### config.mk
export PLATFORM = sky130hd
export DESIGN_NAME = alu_m_unit
export DESIGN_NICKNAME = d
export VERILOG_FILES = /design/src/rtl/alu_m_unit.sv
export SDC_FILE = /design/constraint.sdc
export NUM_CORES = 2
export LEC_CHECK = 0
export BUFFER_PORTS_ARGS = -buffer_cell sky130_fd_sc_hd__buf_2
export CAP_MARGIN = 20
export CORE_AREA = 5 5 365 277
export CTS_CLUSTER_DIAMETER = 100
export DETAILED_ROUTE_END_ITERATION = 6
export DIE_AREA = 0 0 370 282
export PLACE_DENSITY = 0.84
export SYNTH_ARGS = -nofsm -noshare
export SYNTH_HDL_FRONTEND = slang
export SYNTH_SLANG_ARGS = --single-unit
### constraint.sdc
create_clock -name clk_i -period 12.45 [get_ports clk_i]
set_input_delay 2.49 -clock clk_i [delete_from_list [all_inputs] [get_ports clk_i]]
set_output_delay 2.49 -clock clk_i [all_outputs]
set_load 0.005 [all_outputs]
### src/rtl/alu_m_unit.sv
// Execute-stage ALU with the RV32M multiply/divide family.
// Base ops take one cycle, multiplies take MUL_LATENCY cycles, and divides use an iterative restoring divider.
module alu_m_unit #(
  parameter int WIDTH       = 32,
  parameter int MUL_LATENCY = 2,
  parameter int TAG_W       = 5
) (
  input  logic             clk_i,
  input  logic             rst_i,
  input  logic             valid_i,
  output logic             ready_o,
  input  logic [4:0]       op_i,
  input  logic [WIDTH-1:0] operand_a_i,
  input  logic [WIDTH-1:0] operand_b_i,
  input  logic [TAG_W-1:0] tag_i,
  input  logic             flush_i,
  output logic             valid_o,
  output logic [WIDTH-1:0] result_o,
  output logic [TAG_W-1:0] tag_o
);

  localparam int CNT_W = $clog2(WIDTH);

  localparam logic [1:0] ST_IDLE = 2'd0;
  localparam logic [1:0] ST_MUL  = 2'd1;
  localparam logic [1:0] ST_DIV  = 2'd2;

  localparam logic [4:0] OP_ADD    = 5'h00;
  localparam logic [4:0] OP_SUB    = 5'h01;
  localparam logic [4:0] OP_SLT    = 5'h02;
  localparam logic [4:0] OP_SLTU   = 5'h03;
  localparam logic [4:0] OP_XOR    = 5'h04;
  localparam logic [4:0] OP_OR     = 5'h05;
  localparam logic [4:0] OP_AND    = 5'h06;
  localparam logic [4:0] OP_SLL    = 5'h07;
  localparam logic [4:0] OP_SRL    = 5'h08;
  localparam logic [4:0] OP_SRA    = 5'h09;
  localparam logic [4:0] OP_PASSB  = 5'h0A;
  localparam logic [4:0] OP_MUL    = 5'h10;
  localparam logic [4:0] OP_MULH   = 5'h11;
  localparam logic [4:0] OP_MULHSU = 5'h12;
  localparam logic [4:0] OP_MULHU  = 5'h13;
  localparam logic [4:0] OP_DIV    = 5'h14;
  localparam logic [4:0] OP_REM    = 5'h16;
  localparam logic [4:0] OP_REMU   = 5'h17;

  localparam logic [WIDTH-1:0] ZERO_W = {WIDTH{1'b0}};
  localparam logic [WIDTH-1:0] ONES_W = {WIDTH{1'b1}};
  localparam logic [WIDTH-1:0] MIN_W  = {1'b1, {(WIDTH-1){1'b0}}};

  logic [1:0]       state_r;
  logic [CNT_W-1:0] cnt_r;
  logic             valid_r;
  logic [WIDTH-1:0] result_r;
  logic [TAG_W-1:0] tag_r;
  logic [TAG_W-1:0] tag_pend_r;
  logic [WIDTH-1:0] mul_hold_r;
  logic [WIDTH-1:0] quo_r;
  logic [WIDTH-1:0] rem_r;
  logic [WIDTH-1:0] dvs_r;
  logic             neg_res_r;
  logic             is_rem_r;

  logic [CNT_W-1:0]   shamt_s;
  logic [WIDTH-1:0]   base_res_s;
  logic               is_mul_s;
  logic               is_div_s;
  logic [2*WIDTH-1:0] mul_a_s;
  logic [2*WIDTH-1:0] mul_b_s;
  logic [2*WIDTH-1:0] prod_s;
  logic [WIDTH-1:0]   mul_res_s;
  logic               div_signed_s;
  logic               div_is_rem_s;
  logic               div_zero_s;
  logic               div_ovf_s;
  logic               a_neg_s;
  logic               b_neg_s;
  logic [WIDTH-1:0]   a_abs_s;
  logic [WIDTH-1:0]   b_abs_s;
  logic [WIDTH-1:0]   div_spec_res_s;
  logic [WIDTH:0]     shift_s;
  logic [WIDTH:0]     diff_s;
  logic               qbit_s;
  logic [WIDTH-1:0]   rem_nxt_s;
  logic [WIDTH-1:0]   quo_nxt_s;
  logic [WIDTH-1:0]   div_mag_s;
  logic [WIDTH-1:0]   div_final_s;

  assign ready_o  = (state_r == ST_IDLE);
  assign valid_o  = valid_r;
  assign result_o = result_r;
  assign tag_o    = tag_r;
  assign shamt_s  = operand_b_i[CNT_W-1:0];

  // Single-cycle base operations; unknown encodings fall through to zero.
  always_comb begin
    base_res_s = ZERO_W;
    case (op_i)
      OP_ADD:   base_res_s = operand_a_i + operand_b_i;
      OP_SUB:   base_res_s = operand_a_i - operand_b_i;
      OP_SLT:   base_res_s = {{(WIDTH-1){1'b0}}, ($signed(operand_a_i) < $signed(operand_b_i))};
      OP_SLTU:  base_res_s = {{(WIDTH-1){1'b0}}, (operand_a_i < operand_b_i)};
      OP_XOR:   base_res_s = operand_a_i ^ operand_b_i;
      OP_OR:    base_res_s = operand_a_i | operand_b_i;
      OP_AND:   base_res_s = operand_a_i & operand_b_i;
      OP_SLL:   base_res_s = operand_a_i << shamt_s;
      OP_SRL:   base_res_s = operand_a_i >> shamt_s;
      OP_SRA:   base_res_s = $unsigned($signed(operand_a_i) >>> shamt_s);
      OP_PASSB: base_res_s = operand_b_i;
      default:  base_res_s = ZERO_W;
    endcase
  end

  // Multiplier: operands extended to 2*WIDTH so one unsigned product serves every signedness mix.
  always_comb begin
    is_mul_s = (op_i[4:2] == 3'b100);
    is_div_s = (op_i[4:2] == 3'b101);
    mul_a_s  = {{WIDTH{(op_i != OP_MULHU) & operand_a_i[WIDTH-1]}}, operand_a_i};
    mul_b_s  = {{WIDTH{(op_i == OP_MULH) & operand_b_i[WIDTH-1]}}, operand_b_i};
    prod_s   = mul_a_s * mul_b_s;
    if (op_i == OP_MUL) begin
      mul_res_s = prod_s[WIDTH-1:0];
    end else begin
      mul_res_s = prod_s[2*WIDTH-1:WIDTH];
    end
  end

  // Divider setup: operand magnitudes and the results of the two special cases.
  always_comb begin
    div_signed_s = ~op_i[0];
    div_is_rem_s = op_i[1];
    div_zero_s   = (operand_b_i == ZERO_W);
    div_ovf_s    = div_signed_s & (operand_a_i == MIN_W) & (operand_b_i == ONES_W);
    a_neg_s      = div_signed_s & operand_a_i[WIDTH-1];
    b_neg_s      = div_signed_s & operand_b_i[WIDTH-1];
    a_abs_s      = a_neg_s ? (ZERO_W - operand_a_i) : operand_a_i;
    b_abs_s      = b_neg_s ? (ZERO_W - operand_b_i) : operand_b_i;
    if (div_zero_s) begin
      div_spec_res_s = div_is_rem_s ? operand_a_i : ONES_W;
    end else begin
      div_spec_res_s = div_is_rem_s ? ZERO_W : MIN_W;
    end
  end

  // One restoring step per cycle; the sign fix-up is applied to the final step's output.
  always_comb begin
    shift_s     = {rem_r, quo_r[WIDTH-1]};
    diff_s      = shift_s - {1'b0, dvs_r};
    qbit_s      = ~diff_s[WIDTH];
    rem_nxt_s   = qbit_s ? diff_s[WIDTH-1:0] : shift_s[WIDTH-1:0];
    quo_nxt_s   = {quo_r[WIDTH-2:0], qbit_s};
    div_mag_s   = is_rem_r ? rem_nxt_s : quo_nxt_s;
    div_final_s = neg_res_r ? (ZERO_W - div_mag_s) : div_mag_s;
  end

  // Control FSM and output registers; flush discards in-flight work but keeps the last result/tag.
  always_ff @(posedge clk_i) begin
    if (rst_i) begin
      state_r    <= ST_IDLE;
      cnt_r      <= '0;
      valid_r    <= 1'b0;
      result_r   <= ZERO_W;
      tag_r      <= '0;
      tag_pend_r <= '0;
      mul_hold_r <= ZERO_W;
      quo_r      <= ZERO_W;
      rem_r      <= ZERO_W;
      dvs_r      <= ZERO_W;
      neg_res_r  <= 1'b0;
      is_rem_r   <= 1'b0;
    end else if (flush_i) begin
      state_r <= ST_IDLE;
      cnt_r   <= '0;
      valid_r <= 1'b0;
    end else begin
      case (state_r)
        ST_IDLE: begin
          valid_r <= 1'b0;
          if (valid_i) begin
            cnt_r <= '0;
            if (is_mul_s && (MUL_LATENCY > 1)) begin
              mul_hold_r <= mul_res_s;
              tag_pend_r <= tag_i;
              state_r    <= ST_MUL;
            end else if (is_mul_s) begin
              result_r <= mul_res_s;
              tag_r    <= tag_i;
              valid_r  <= 1'b1;
            end else if (is_div_s && !div_zero_s && !div_ovf_s) begin
              quo_r      <= a_abs_s;
              rem_r      <= ZERO_W;
              dvs_r      <= b_abs_s;
              neg_res_r  <= div_is_rem_s ? a_neg_s : (a_neg_s ^ b_neg_s);
              is_rem_r   <= div_is_rem_s;
              tag_pend_r <= tag_i;
              state_r    <= ST_DIV;
            end else if (is_div_s) begin
              result_r <= div_spec_res_s;
              tag_r    <= tag_i;
              valid_r  <= 1'b1;
            end else begin
              result_r <= base_res_s;
              tag_r    <= tag_i;
              valid_r  <= 1'b1;
            end
          end
        end
        ST_MUL: begin
          if (cnt_r == CNT_W'(MUL_LATENCY - 2)) begin
            result_r <= mul_hold_r;
            tag_r    <= tag_pend_r;
            valid_r  <= 1'b1;
            cnt_r    <= '0;
            state_r  <= ST_IDLE;
          end else begin
            cnt_r   <= cnt_r + 1'b1;
            valid_r <= 1'b0;
          end
        end
        ST_DIV: begin
          quo_r <= quo_nxt_s;
          rem_r <= rem_nxt_s;
          if (cnt_r == CNT_W'(WIDTH - 1)) begin
            result_r <= div_final_s;
            tag_r    <= tag_pend_r;
            valid_r  <= 1'b1;
            cnt_r    <= '0;
            state_r  <= ST_IDLE;
          end else begin
            cnt_r   <= cnt_r + 1'b1;
            valid_r <= 1'b0;
          end
        end
        default: begin
          state_r <= ST_IDLE;
          cnt_r   <= '0;
          valid_r <= 1'b0;
        end
      endcase
    end
  end

endmodule
==> run_results.csv <==
group,metric,value,unit
yosys,synth_area,58800,um^2
worst_setup_path,cp_common_cell,"fa_1",
place,hpwl,208000,um
clock_network,clk_pin_slew,90,ps
worst_setup_path,end_kind,"register",
die,coreArea,96900,um^2
clock_network,clk_latency,540,ps
die,die_y,282,um
clock_network,post_cts_buffers,0,
yosys,synth.area.top_cells,"fa_1 (38%), inv_1 (8.0%), nand2_1 (7.7%)",
yosys,yosysWarnings,0,
timing,hold_viol_final,0,
timing,fin_skew,25.3,ps
die,io_pins,117,
worst_setup_path,crit_arrival,12140,ps
grt,grt_pass1_vias,57300,
yosys,async_reset_ff_frac,0,
timing,setup_tns,0,ps
die,start_util,0.607,
worst_setup_path,crit_fanout,14,
routing,first_iter_violations,9143,
worst_setup_path,regToRegSetupSlack,5870,ps
worst_setup_path,start_kind,"primary input",
timing,setup_viol,0,
run,max_cap_violations,0,
grt,grt_max_degree,78,
final_layout,layout-drive-gt1-share,0.0687,
timing,period_needed,11730,ps
die,rows,99,
place,port_buffers,116,
timing,fmax,85.3,MHz
grt,grt_overflow,0,
yosys,ys_seq_elements,180,
die,die_w,370,um
yosys,synth_cell_types,91,
timing,whs,457,ps
final_layout,nets,8764,
timing,period_share,0.942,
min_path,hp-class,"register to register",
grt,grt_pass1_wl,386000,um
timing,rsz0062_at_grt,"false",
worst_setup_path,required,12870,ps
worst_setup_path,max_stage_delay,640,ps
routing,firstDrtPassIters,7,
yosys,ys_seq_area_frac,0.0612,
clock_network,cts_buffer_depth,2,
yosys,avgSynthCellArea,8.01,um^2
place,place_congestion,1.12,
yosys,synthCells,7350,
die,die-area,104000,um^2
routing,vias,57700,
grt,antenna_found_initial,23,
clock_network,cts_hold_buf,0,
yosys,yosysMostFrequentCell,"inv_1",
clock_network,clock-root-buffer,"clkbuf_16",
routing,vias_per_cell,6.75,
clock_network,numCtsBuffers,17,
yosys,synth_top_area_frac,0.384,
grt,track_usage,0.508,
routing,routed_wl,265000,um
routing,drc,121,
status,violations,"DRC",
clock_network,clock-sinks,180,
timing,worst_pin_slew,1240,ps
clock_network,cts_resized,0,
yosys,yosys.area.top_type,"fa_1",
timing,drv_slew,0,
timing,slew_headroom,0.163,
clock_network,cts.htree.levels,4,
worst_setup_path,criticalPathCategory,"primary input to register",
yosys,synth_flop_cell,"dfxtp_1",
final_layout,syn2layout_area_growth,4.64,%
yosys,synth_edf_count,0,
routing,wire_per_inst,31.0,um
clock_network,cts_tree,"done",
status,status,"finished, violations left",
worst_setup_path,critPathSlowestCell,"fa_1",
yosys,synthesis.nets,8908,
yosys,synth_commonest_cells,"inv_1 (1260), nand2_1 (1213), fa_1 (1128), nor2_1 (643), a21oi_1 (365)",
routing,antenna_violating_nets_post_route,0,
-- cell type report --
| cell class | count | area [um^2] |
|---|---|---|
| antenna | 16 | 40.0 |
| clock buffer | 18 | 439 |
| clock inverter | 14 | 159 |
| fill | 8215 | 35300 |
| inverter | 1292 | 4850 |
| multi-input combinational | 5391 | 48600 |
| sequential | 180 | 3600 |
| tap | 1313 | 1640 |
| timing repair buffer | 324 | 2220 |
-- worst max-delay path: cells and delay by family --
family / cells / cell delay (ps)
buffers and inverters: 9 / 1500
adders and majority gates: 9 / 4830
AOI/OAI and AO/OA: 10 / 1760
and+or+nand+nor: 5 / 1570
-- registers in the layout (all words and copies together) (netlist names) --
| signal | count |
|---|---|
| is_rem_r | 1 |
| valid_o | 1 |
| state_r | 2 |
| neg_res_r | 1 |
| tag_pend_r | 5 |
| tag_o | 5 |
| cnt_r | 5 |
| result_o | 32 |
| mul_hold_r | 32 |
| dvs_r | 32 |
| quo_r | 32 |
| rem_r | 32 |
-- path summary, 6_finish.rpt --
kind | from | endpoint | cells after the start
worst max-delay path | op_i[2] | mul_hold_r[28]$_SDFFE_PP0P_ | 33
worst min-delay path | tag_pend_r[3]$_SDFFE_PP0P_ | tag_pend_r[3]$_SDFFE_PP0P_ | 2
worst max register to register | quo_r[31]$_SDFFE_PP0P_ | result_o[23]$_SDFFE_PP0P_ | 16
worst min register to register | tag_pend_r[3]$_SDFFE_PP0P_ | tag_pend_r[3]$_SDFFE_PP0P_ | 2
-- placed cells by master, fill, tap and decap left out, types with 32 or more instances in the layout --
| cell | instances |
|---|---|
| dfxtp_1 | 179 |
| nand4_1 | 44 |
| a21oi_1 | 364 |
| o21bai_1 | 34 |
| mux4_2 | 48 |
| mux2i_1 | 69 |
| o22ai_1 | 32 |
| a21o_1 | 72 |
| a211oi_1 | 79 |
| fa_1 | 1128 |
| nor3_1 | 103 |
| o211ai_1 | 57 |
| buf_2 | 113 |
| inv_1 | 1258 |
| ha_1 | 351 |
| nand3_1 | 99 |
| o31ai_1 | 49 |
| nand2_1 | 1213 |
| a31oi_1 | 45 |
| nor2_1 | 636 |
| o21ai_0 | 264 |
| or3_1 | 33 |
| xnor2_1 | 145 |
| xor2_1 | 43 |
| buf_4 | 202 |
-- kinds of logic after synthesis --
family | share of synthesized area
buffers and inverters | 0.114
adders and majority gates | 0.459
muxes | 0.0336
xor gates and xnor gates | 0.0280
AOI/OAI and AO/OA | 0.140
and+or+nand+nor | 0.165
DFF | 0.0612
-- stage by stage --
step / util / setup slack (ps) / cell area, um^2 / std cells
floorplan: - / 721 / 58800 / 7350
global placement: 0.629 / 506 / 60900 / 8494
detailed placement: 0.629 / 391 / 60900 / 8495
CTS: 0.635 / 932 / 61500 / 8527
global route: 0.635 / 453 / 61500 / 8533
finish: 0.636 / 725 / 61600 / 8548
-- routing by layer --
layer  track usage  part of all wire  up-vias
met5             0           0.00093        -
met4         0.285             0.075       14
met3         0.243              0.18     1182
met2         0.679              0.38     5265
met1         0.674              0.36    28200
li1              -                 -    23100
Power is not shown: default switching activity piles up to over one toggle a cycle in this logic, so the estimate is an artifact.
